`src/rtl/turf_tally.sv`:
```
// End-of-round territory counter: sweeps the 160x120 occupancy RAM once per start,
// tallies pixels per player owner code and reports totals, winner and tie.
module turf_tally #(
  parameter int X_MAX = 160,
  parameter int Y_MAX = 120,
  parameter int CNT_W = 15
) (
  input  logic             CLOCK_50,
  input  logic             resetn,
  input  logic             start,
  output logic [14:0]      ram_address,
  input  logic [2:0]       ram_q,
  output logic             busy,
  output logic             done,
  output logic [CNT_W-1:0] p1_count,
  output logic [CNT_W-1:0] p2_count,
  output logic [CNT_W-1:0] p3_count,
  output logic [CNT_W-1:0] p4_count,
  output logic [1:0]       winner,
  output logic             tie
);

  typedef enum logic [1:0] {S_IDLE, S_SCAN, S_DRAIN, S_RESULT} state_t;

  state_t           r_state;
  state_t           w_next;
  logic [7:0]       r_x;
  logic [6:0]       r_y;
  logic             r_valid;
  logic             r_busy;
  logic             r_done;
  logic [CNT_W-1:0] r_cnt [4];
  logic [1:0]       r_winner;
  logic             r_tie;

  logic             w_last;
  logic             w_y_wrap;
  logic             w_hit;
  logic [1:0]       w_idx;
  logic [1:0]       w_win;
  logic [CNT_W-1:0] w_max;
  logic             w_tie;

  assign w_last   = (r_x == 8'(X_MAX - 1)) && (r_y == 7'(Y_MAX - 1));
  assign w_y_wrap = (r_y == 7'(Y_MAX - 1));

  always_ff @(posedge CLOCK_50 or negedge resetn) begin
    if (!resetn) r_state <= S_IDLE;
    else         r_state <= w_next;
  end

  always_comb begin
    w_next = r_state;
    case (r_state)
      S_IDLE:   if (start) w_next = S_SCAN;
      S_SCAN:   if (w_last) w_next = S_DRAIN;
      S_DRAIN:  w_next = S_RESULT;
      S_RESULT: w_next = S_IDLE;
      default:  w_next = S_IDLE;
    endcase
  end

  always_comb begin
    w_hit = 1'b1;
    w_idx = 2'd0;
    case (ram_q)
      3'b001:  w_idx = 2'd0;
      3'b010:  w_idx = 2'd1;
      3'b100:  w_idx = 2'd2;
      3'b110:  w_idx = 2'd3;
      default: w_hit = 1'b0;
    endcase
  end

  // Strict '>' keeps the lowest index on equal counts; all-zero yields winner 0 with tie.
  always_comb begin
    w_win = 2'd0;
    w_max = r_cnt[0];
    for (int unsigned i = 1; i < 4; i++) begin
      if (r_cnt[i] > w_max) begin
        w_max = r_cnt[i];
        w_win = 2'(i);
      end
    end
    w_tie = 1'b0;
    for (int unsigned i = 0; i < 4; i++) begin
      if ((2'(i) != w_win) && (r_cnt[i] == w_max)) w_tie = 1'b1;
    end
  end

  // r_valid marks the cycle in which ram_q belongs to the address driven one cycle earlier.
  always_ff @(posedge CLOCK_50 or negedge resetn) begin
    if (!resetn) begin
      r_x      <= '0;
      r_y      <= '0;
      r_valid  <= 1'b0;
      r_busy   <= 1'b0;
      r_done   <= 1'b0;
      r_winner <= '0;
      r_tie    <= 1'b0;
      for (int unsigned i = 0; i < 4; i++) r_cnt[i] <= '0;
    end else begin
      r_valid <= (r_state == S_SCAN);
      r_done  <= 1'b0;
      if (r_valid && w_hit) r_cnt[w_idx] <= r_cnt[w_idx] + CNT_W'(1);
      case (r_state)
        S_IDLE: begin
          if (start) begin
            r_busy   <= 1'b1;
            r_x      <= '0;
            r_y      <= '0;
            r_winner <= '0;
            r_tie    <= 1'b0;
            for (int unsigned i = 0; i < 4; i++) r_cnt[i] <= '0;
          end
        end
        S_SCAN: begin
          if (!w_last) begin
            if (w_y_wrap) begin
              r_y <= '0;
              r_x <= r_x + 8'd1;
            end else begin
              r_y <= r_y + 7'd1;
            end
          end
        end
        S_RESULT: begin
          r_winner <= w_win;
          r_tie    <= w_tie;
          r_done   <= 1'b1;
          r_busy   <= 1'b0;
        end
        default: ;
      endcase
    end
  end

  assign ram_address = {r_x, r_y};
  assign busy        = r_busy;
  assign done        = r_done;
  assign p1_count    = r_cnt[0];
  assign p2_count    = r_cnt[1];
  assign p3_count    = r_cnt[2];
  assign p4_count    = r_cnt[3];
  assign winner      = r_winner;
  assign tie         = r_tie;

endmodule
```
`config.mk`:
```
export PLATFORM = sky130hd
export DESIGN_NAME = turf_tally
export DESIGN_NICKNAME = d
export VERILOG_FILES = /design/src/rtl/turf_tally.sv
export SDC_FILE = /design/constraint.sdc
export NUM_CORES = 1
export LEC_CHECK = 0
export CAP_MARGIN = 20
export CORE_ASPECT_RATIO = 0.6
export CORE_UTILIZATION = 55
export CTS_CLUSTER_DIAMETER = 80
export CTS_CLUSTER_SIZE = 10
export DETAILED_ROUTE_END_ITERATION = 6
export PLACE_DENSITY = 0.78
export SYNTH_ARGS = -nofsm -noshare
export SYNTH_HDL_FRONTEND = slang
export SYNTH_SLANG_ARGS = --single-unit
```
`constraint.sdc`:
```
create_clock -name CLOCK_50 -period 8.6 [get_ports CLOCK_50]
set_clock_uncertainty 0.05 [all_clocks]
set_input_delay 1.72 -clock CLOCK_50 [delete_from_list [all_inputs] [get_ports CLOCK_50]]
set_output_delay 1.72 -clock CLOCK_50 [all_outputs]
set_load 0.05 [all_outputs]
```
==> results of run 1 <==
final timing paths:
path	start	endpoint	slack, ns	cells after the start
hold / removal	r_y[6]$_DFFE_PN0P_	r_y[6]$_DFFE_PN0P_	0.46	1
setup / recovery	p1_count[13]$_DFF_PN0_	tie$_DFFE_PN0P_	0.28	28
min in group asynchronous	resetn	r_state[1]$_DFFE_PN0P_	1.17	1
setup reg to reg	p1_count[13]$_DFF_PN0_	tie$_DFFE_PN0P_	0.28	28
max in group asynchronous	resetn	p1_count[5]$_DFF_PN0_	6.68	2
hold reg to reg	r_y[6]$_DFFE_PN0P_	r_y[6]$_DFFE_PN0P_	0.46	1
logic make-up after synthesis:
kind of cell / count (synthesis)
adders and majority gates: 52
xor gates and xnor gates: 58
muxes: 20
AOI/OAI and AO/OA: 289
DFF: 83
and+or+nand+nor: 326
buffers and inverters: 108
worst max-delay path, delay by kind of cell (launching register included):
| family | cells | cell delay, ns |
|---|---|---|
| multiplexers | 2 | 0.81 |
| AND/OR/NAND/NOR | 7 | 1.81 |
| AO/OA/AOI/OAI | 12 | 3.17 |
| buffers and inverters | 4 | 0.88 |
| adder cells (fa/ha/maj) | 3 | 0.94 |
| flip-flops | 1 | 0.56 |
layout make-up:
type	count	area, um^2
well taps	170	212.7
clock inverters	6	71.32
flip-flops and latches	83	2077
inverters	42	157.7
clock buffers	10	239.0
multi-input cells	745	5122
repair buffers	123	1174
fillers	1086	4119
sequential cells by signal (all words and copies together) (netlist names), 2 cells and up:
signal    flops
r_state       2
r_y           7
p3_count     15
p1_count     15
p4_count     15
p2_count     15
winner        2
r_x           8
metal layers:
metal,routed length (um),GRT usage [%],share of wire (%)
met5,36,0,0.12
met4,628,10.50,2.1
met3,5057,20.71,17
met2,11250,54.20,37
met1,13490,62.58,44
metrics by stage:
step           hold slack, ns  std cells  area [um^2]  utilization [%]  worst slack (ns)
3_5_place_dp           0.4477       1162         8716            66.17            0.8315
4_1_cts                0.4569       1178         9026            68.52            0.7441
5_1_grt                0.5063       1179         9054            68.73            0.2182
6_report               0.4648       1179         9054            68.73            0.2825
3_3_place_gp           0.4470       1161         8701            66.05            0.8278
2_1_floorplan          0.4779        936         7606                -             1.459
layout by cell type, fill, tap and decap left out, types with 36 or more instances in the layout:
| cell | n |
|---|---|
| buf_4 | 36 |
| ha_1 | 52 |
| o21ai_0 | 45 |
| inv_1 | 42 |
| nand2_1 | 56 |
| xnor2_1 | 42 |
| dfrtp_1 | 83 |
| a211oi_1 | 76 |
| nor2_1 | 116 |
| clkdlybuf4s50_1 | 84 |
| a21oi_1 | 48 |
==> out/qor.yml, run 1 <==
outcome:
  outcome: "finished with violations"
  violations: "design-rule violations"
detailed_routing:
  via_count: 8174
  vias_per_cell: 6.933
  drt_iter0_drc: 1396
  drcViolationCount: 2
  routedWlPerCell_um: 25.84
  routed_wl_um: 30460
  ant_nets: 0
  dr.pass1.iters: 7
timing:
  slew_headroom_pct: 25.11
  fmaxAchievable_ghz: 0.1202
  report.final.slew_viol_count: 0
  finalSetupViolCount: 0
  rsz0062_at_grt: "no"
  final.setup.tns_ns: 0
  hold_violations: 0
  min_period_over_period_pct: 96.72
  min_period_ns: 8.317
  worst_pin_slew_ns: 1.118
cts:
  postCtsSetupRepairBufs: 0
  clockBufferDepth: 2
  tritoncts: "built"
  htreeDepth: 3
  cts_repair_resize_count: 0
  cts_buffers: 9
  root_buffer: "clkbuf_16"
  hold_buffers: 0
  clk_pin_slew_ns: 0.07
  cts_sinks: 83
  clk_latency_ns: 0.35
grt:
  grt_max_degree: 84
  overflow: 0
  grt_use_total_pct: 42.81
  grt_pass1_wl_um: 45450
  grt_pass1_vias: 7287
  grt_antenna_before_repair: 0
critical_path:
  slowest_stage: "or4b_4"
  crit_required_ns: 8.82
  worstSetupPathType: "reg2reg"
  cpMostUsedCell: "ha_1"
  arrival_ns: 8.54
  cp-end-kind: "register"
  max_stage_delay_ns: 0.60
  path_max_fanout: 21
  critPathLaunchType: "register"
logic_synthesis:
  yosys.area_share.simple_pct: 21.47
  synth_top_cell_by_area: "dfrtp_1"
  synth-xor-area-share_pct: 6.679
  synth_fa_ha_area_share_pct: 8.554
  yosysTopAreaCellShare_pct: 27.31
  synth_top_family_by_area: "compound AO/OA/AOI/OAI gates"
  synth.area.top_cells: "dfrtp_1, ha_1, a211oi_1, nor2_1, xnor2_1"
  ys_seq_area_share_pct: 27.31
  synth-warning-count: 0
  synthTopCellsByCount: "nor2_1, dfrtp_1, a211oi_1"
  synth.area.mux_share_pct: 2.862
  synthArstFlopShare_pct: 100.0
  postSynthAreaPerCell_um2: 8.126
  synth_compound_area_share_pct: 27.32
  yosysMostFrequentCell: "nor2_1"
  synth_cells: 936
  syn_nets: 994
  ys_types: 85
  synth_edf_count: 0
  syn_area_mm2: 0.007606
  ys_seq_elements: 83
  ys.flop_type: "dfrtp_1"
place:
  post-dp-hpwl_um: 22950
  io_buffers: 85
  routabilityCongestion: 1.071
cells_and_area:
  nNetsFinal: 1062
  antennaDiodeCount: 0
  area_growth_pct: 19.03
  drive_above_1_share_pct: 9.514
die:
  die_w_um: 153.8
  dieArea_mm2: 0.01432
  die_h_um: 93.09
  fp.coreArea_mm2: 0.01317
  io_pins: 86
  std_cell_rows: 32
  initial_core_util_pct: 57.74
job:
  drv_cap: 0
min_path:
  hold_class: "reg2reg"
Power of run 1 is left out: the tool's default activity adds up to more than one toggle a clock period on the data nets, which glitch-free logic cannot reach.
==> inputs of run 2 (changes only) <==
--- a/config.mk
+++ b/config.mk
@@ -11,7 +11,8 @@
 export CTS_CLUSTER_DIAMETER = 80
 export CTS_CLUSTER_SIZE = 10
 export DETAILED_ROUTE_END_ITERATION = 6
-export PLACE_DENSITY = 0.78
+export DONT_BUFFER_PORTS = 1
+export PLACE_DENSITY = 0.7
 export SYNTH_ARGS = -nofsm -noshare
 export SYNTH_HDL_FRONTEND = slang
 export SYNTH_SLANG_ARGS = --single-unit
==> out/qor.yml, run 2 (synthesis gave the netlist of run 1 again) <==
critical_path:
  crit_family: "compound AO/OA/AOI/OAI gates"  # unchanged
  r2r_end: "tie$_DFFE_PN0P_"  # unchanged
  path_buf_inv: 3  # was 4
  path_max_fanout: 21  # unchanged
  cp-endpoint: "tie$_DFFE_PN0P_"  # unchanged
  max_stage_delay_ns: 0.70  # was 0.60 ns
  slowest_stage: "dfrtp_1"  # was or4b_4
  r2r-start: "p2_count[0]$_DFF_PN0_"  # was p1_count[13]$_DFF_PN0_
  cpMostUsedCell: "ha_1"  # unchanged
  ff2ff_path_depth: 26  # was 28
  r2r_slack_ns: 0.12  # was 0.28 ns
  crit_required_ns: 8.83  # was 8.82 ns
  cp-end-kind: "register"  # unchanged
  critPathLaunchType: "register"  # unchanged
  arrival_ns: 8.71  # was 8.54 ns
  crit_cells: 26  # was 28
  worstSetupPathType: "reg2reg"  # unchanged
  cp-startpoint: "p2_count[0]$_DFF_PN0_"  # was p1_count[13]$_DFF_PN0_
outcome:
  outcome: "finished with violations"  # unchanged
  violations: "design-rule violations"  # unchanged
cells_and_area:
  area_growth_pct: 11.55  # was 19.03%
  stdcell_count: 1130  # was 1179
  antennaDiodeCount: 0  # unchanged
  final_cell_mix: "nor2_1, dfrtp_1, a211oi_1"  # was nor2_1, clkdlybuf4s50_1, dfrtp_1
  drive_above_1_share_pct: 13.85  # was 9.514%
  n_fill_cell: 1105  # was 1086
  mostFrequentLayoutCell: "nor2_1"  # unchanged
  nNetsFinal: 1013  # was 1062
  finish.instance_area_mm2: 0.008484  # was 0.009054 mm^2
place:
  place_area_mm2: 0.008158  # was 0.008716 mm^2
  placedCellCount: 1114  # was 1162
  post-dp-hpwl_um: 25410  # was 22950 um
  io_buffers: 0  # was 85
  place_ws_ns: 0.3742  # was 0.8315 ns
  routabilityCongestion: 1.106  # was 1.071
detailed_routing:
  routedWlPerCell_um: 30.14  # was 25.84 um
  via_count: 8582  # was 8174
  ant_nets: 0  # unchanged
  routed_wl_um: 34050  # was 30460 um
  drcViolationCount: 31  # was 2
  dr.pass1.iters: 7  # unchanged
  drt_iter0_drc: 1707  # was 1396
  vias_per_cell: 7.595  # was 6.933
cts:
  root_buffer: "clkbuf_16"  # unchanged
  cts_buffers: 9  # unchanged
  cts_sinks: 83  # unchanged
  clockBufferDepth: 2  # unchanged
  htreeDepth: 3  # unchanged
  clk_latency_ns: 0.36  # was 0.35 ns
  clk_pin_slew_ns: 0.07  # about the same
  postCtsSetupRepairBufs: 0  # unchanged
  hold_buffers: 0  # unchanged
  tritoncts: "built"  # unchanged
  cts_repair_resize_count: 0  # unchanged
grt:
  grt_pass1_vias: 7919  # was 7287
  grt_max_degree: 84  # unchanged
  grt_antenna_before_repair: 1  # was 0
  overflow: 0  # unchanged
  grt_use_total_pct: 48.43  # was 42.81%
  grt_pass1_wl_um: 50490  # was 45450 um
timing:
  finalSetupViolCount: 0  # unchanged
  fmaxAchievable_ghz: 0.1179  # was 0.1202 GHz
  report.final.slew_viol_count: 0  # unchanged
  finalWorstSetupSlack_ns: 0.1198  # was 0.2825 ns
  hold_violations: 0  # unchanged
  slew_headroom_pct: 30.07  # was 25.11%
  min_period_over_period_pct: 98.61  # was 96.72%
  holdWs_ns: 0.5371  # was 0.4648 ns
  worst_pin_slew_ns: 1.041  # was 1.118 ns
  min_period_ns: 8.480  # was 8.317 ns
die:
  dieArea_mm2: 0.01432  # unchanged
  die_w_um: 153.8  # unchanged
  die_h_um: 93.09  # unchanged
  fp.coreArea_mm2: 0.01317  # unchanged
  io_pins: 86  # unchanged
  initial_core_util_pct: 57.74  # unchanged
  std_cell_rows: 32  # unchanged
job:
  drv_cap: 0  # unchanged
min_path:
  hold_class: "reg2reg"  # unchanged
run 2: how the worst min path moves through the flow:
stage | from | to | slack [ns] | cells after the start
global placement | r_state[0]$_DFFE_PN0P_ | r_state[0]$_DFFE_PN0P_ | 0.49 | 1
CTS | r_state[0]$_DFFE_PN0P_ | r_state[0]$_DFFE_PN0P_ | 0.54 | 1
detailed placement | r_state[0]$_DFFE_PN0P_ | r_state[0]$_DFFE_PN0P_ | 0.51 | 1
global route | r_state[0]$_DFFE_PN0P_ | r_state[0]$_DFFE_PN0P_ | 0.55 | 1
finish | r_state[0]$_DFFE_PN0P_ | r_state[0]$_DFFE_PN0P_ | 0.54 | 1
floorplan | r_state[0]$_DFFE_PN0P_ | r_state[0]$_DFFE_PN0P_ | 0.48 | 1
run 2: layout make-up:
| class | instances | area [um^2] | share of cell area [%] |
|---|---|---|---|
| tap | 170 | 212.7 | 2.507 |
| timing repair buffer | 74 | 588.1 | 6.931 |
| clock inverter | 6 | 72.57 | 0.8553 |
| sequential | 83 | 2077 | 24.48 |
| inverter | 42 | 157.7 | 1.858 |
| clock buffer | 10 | 239.0 | 2.817 |
| multi-input combinational | 745 | 5137 | 60.55 |
run 2: per-layer routing:
metal | routed length [um] | global-route usage (%) | vias to the layer above
li1 | - | - | 3487
met1 | 13260 | 65.34 | 4047
met2 | 12500 | 64.85 | 850
met3 | 6686 | 26.09 | 198
met4 | 1601 | 15.17 | 0
met5 | 0 | 0 | -
run 2: through the flow:
stage,setup TNS (ns),util [%]
floorplan,0,-
global placement,0,61.72
detailed placement,0,61.93
CTS,0,64.30
global route,-0.01518,64.41
finish,0,64.41
Power of run 2 is left out for the same reason.
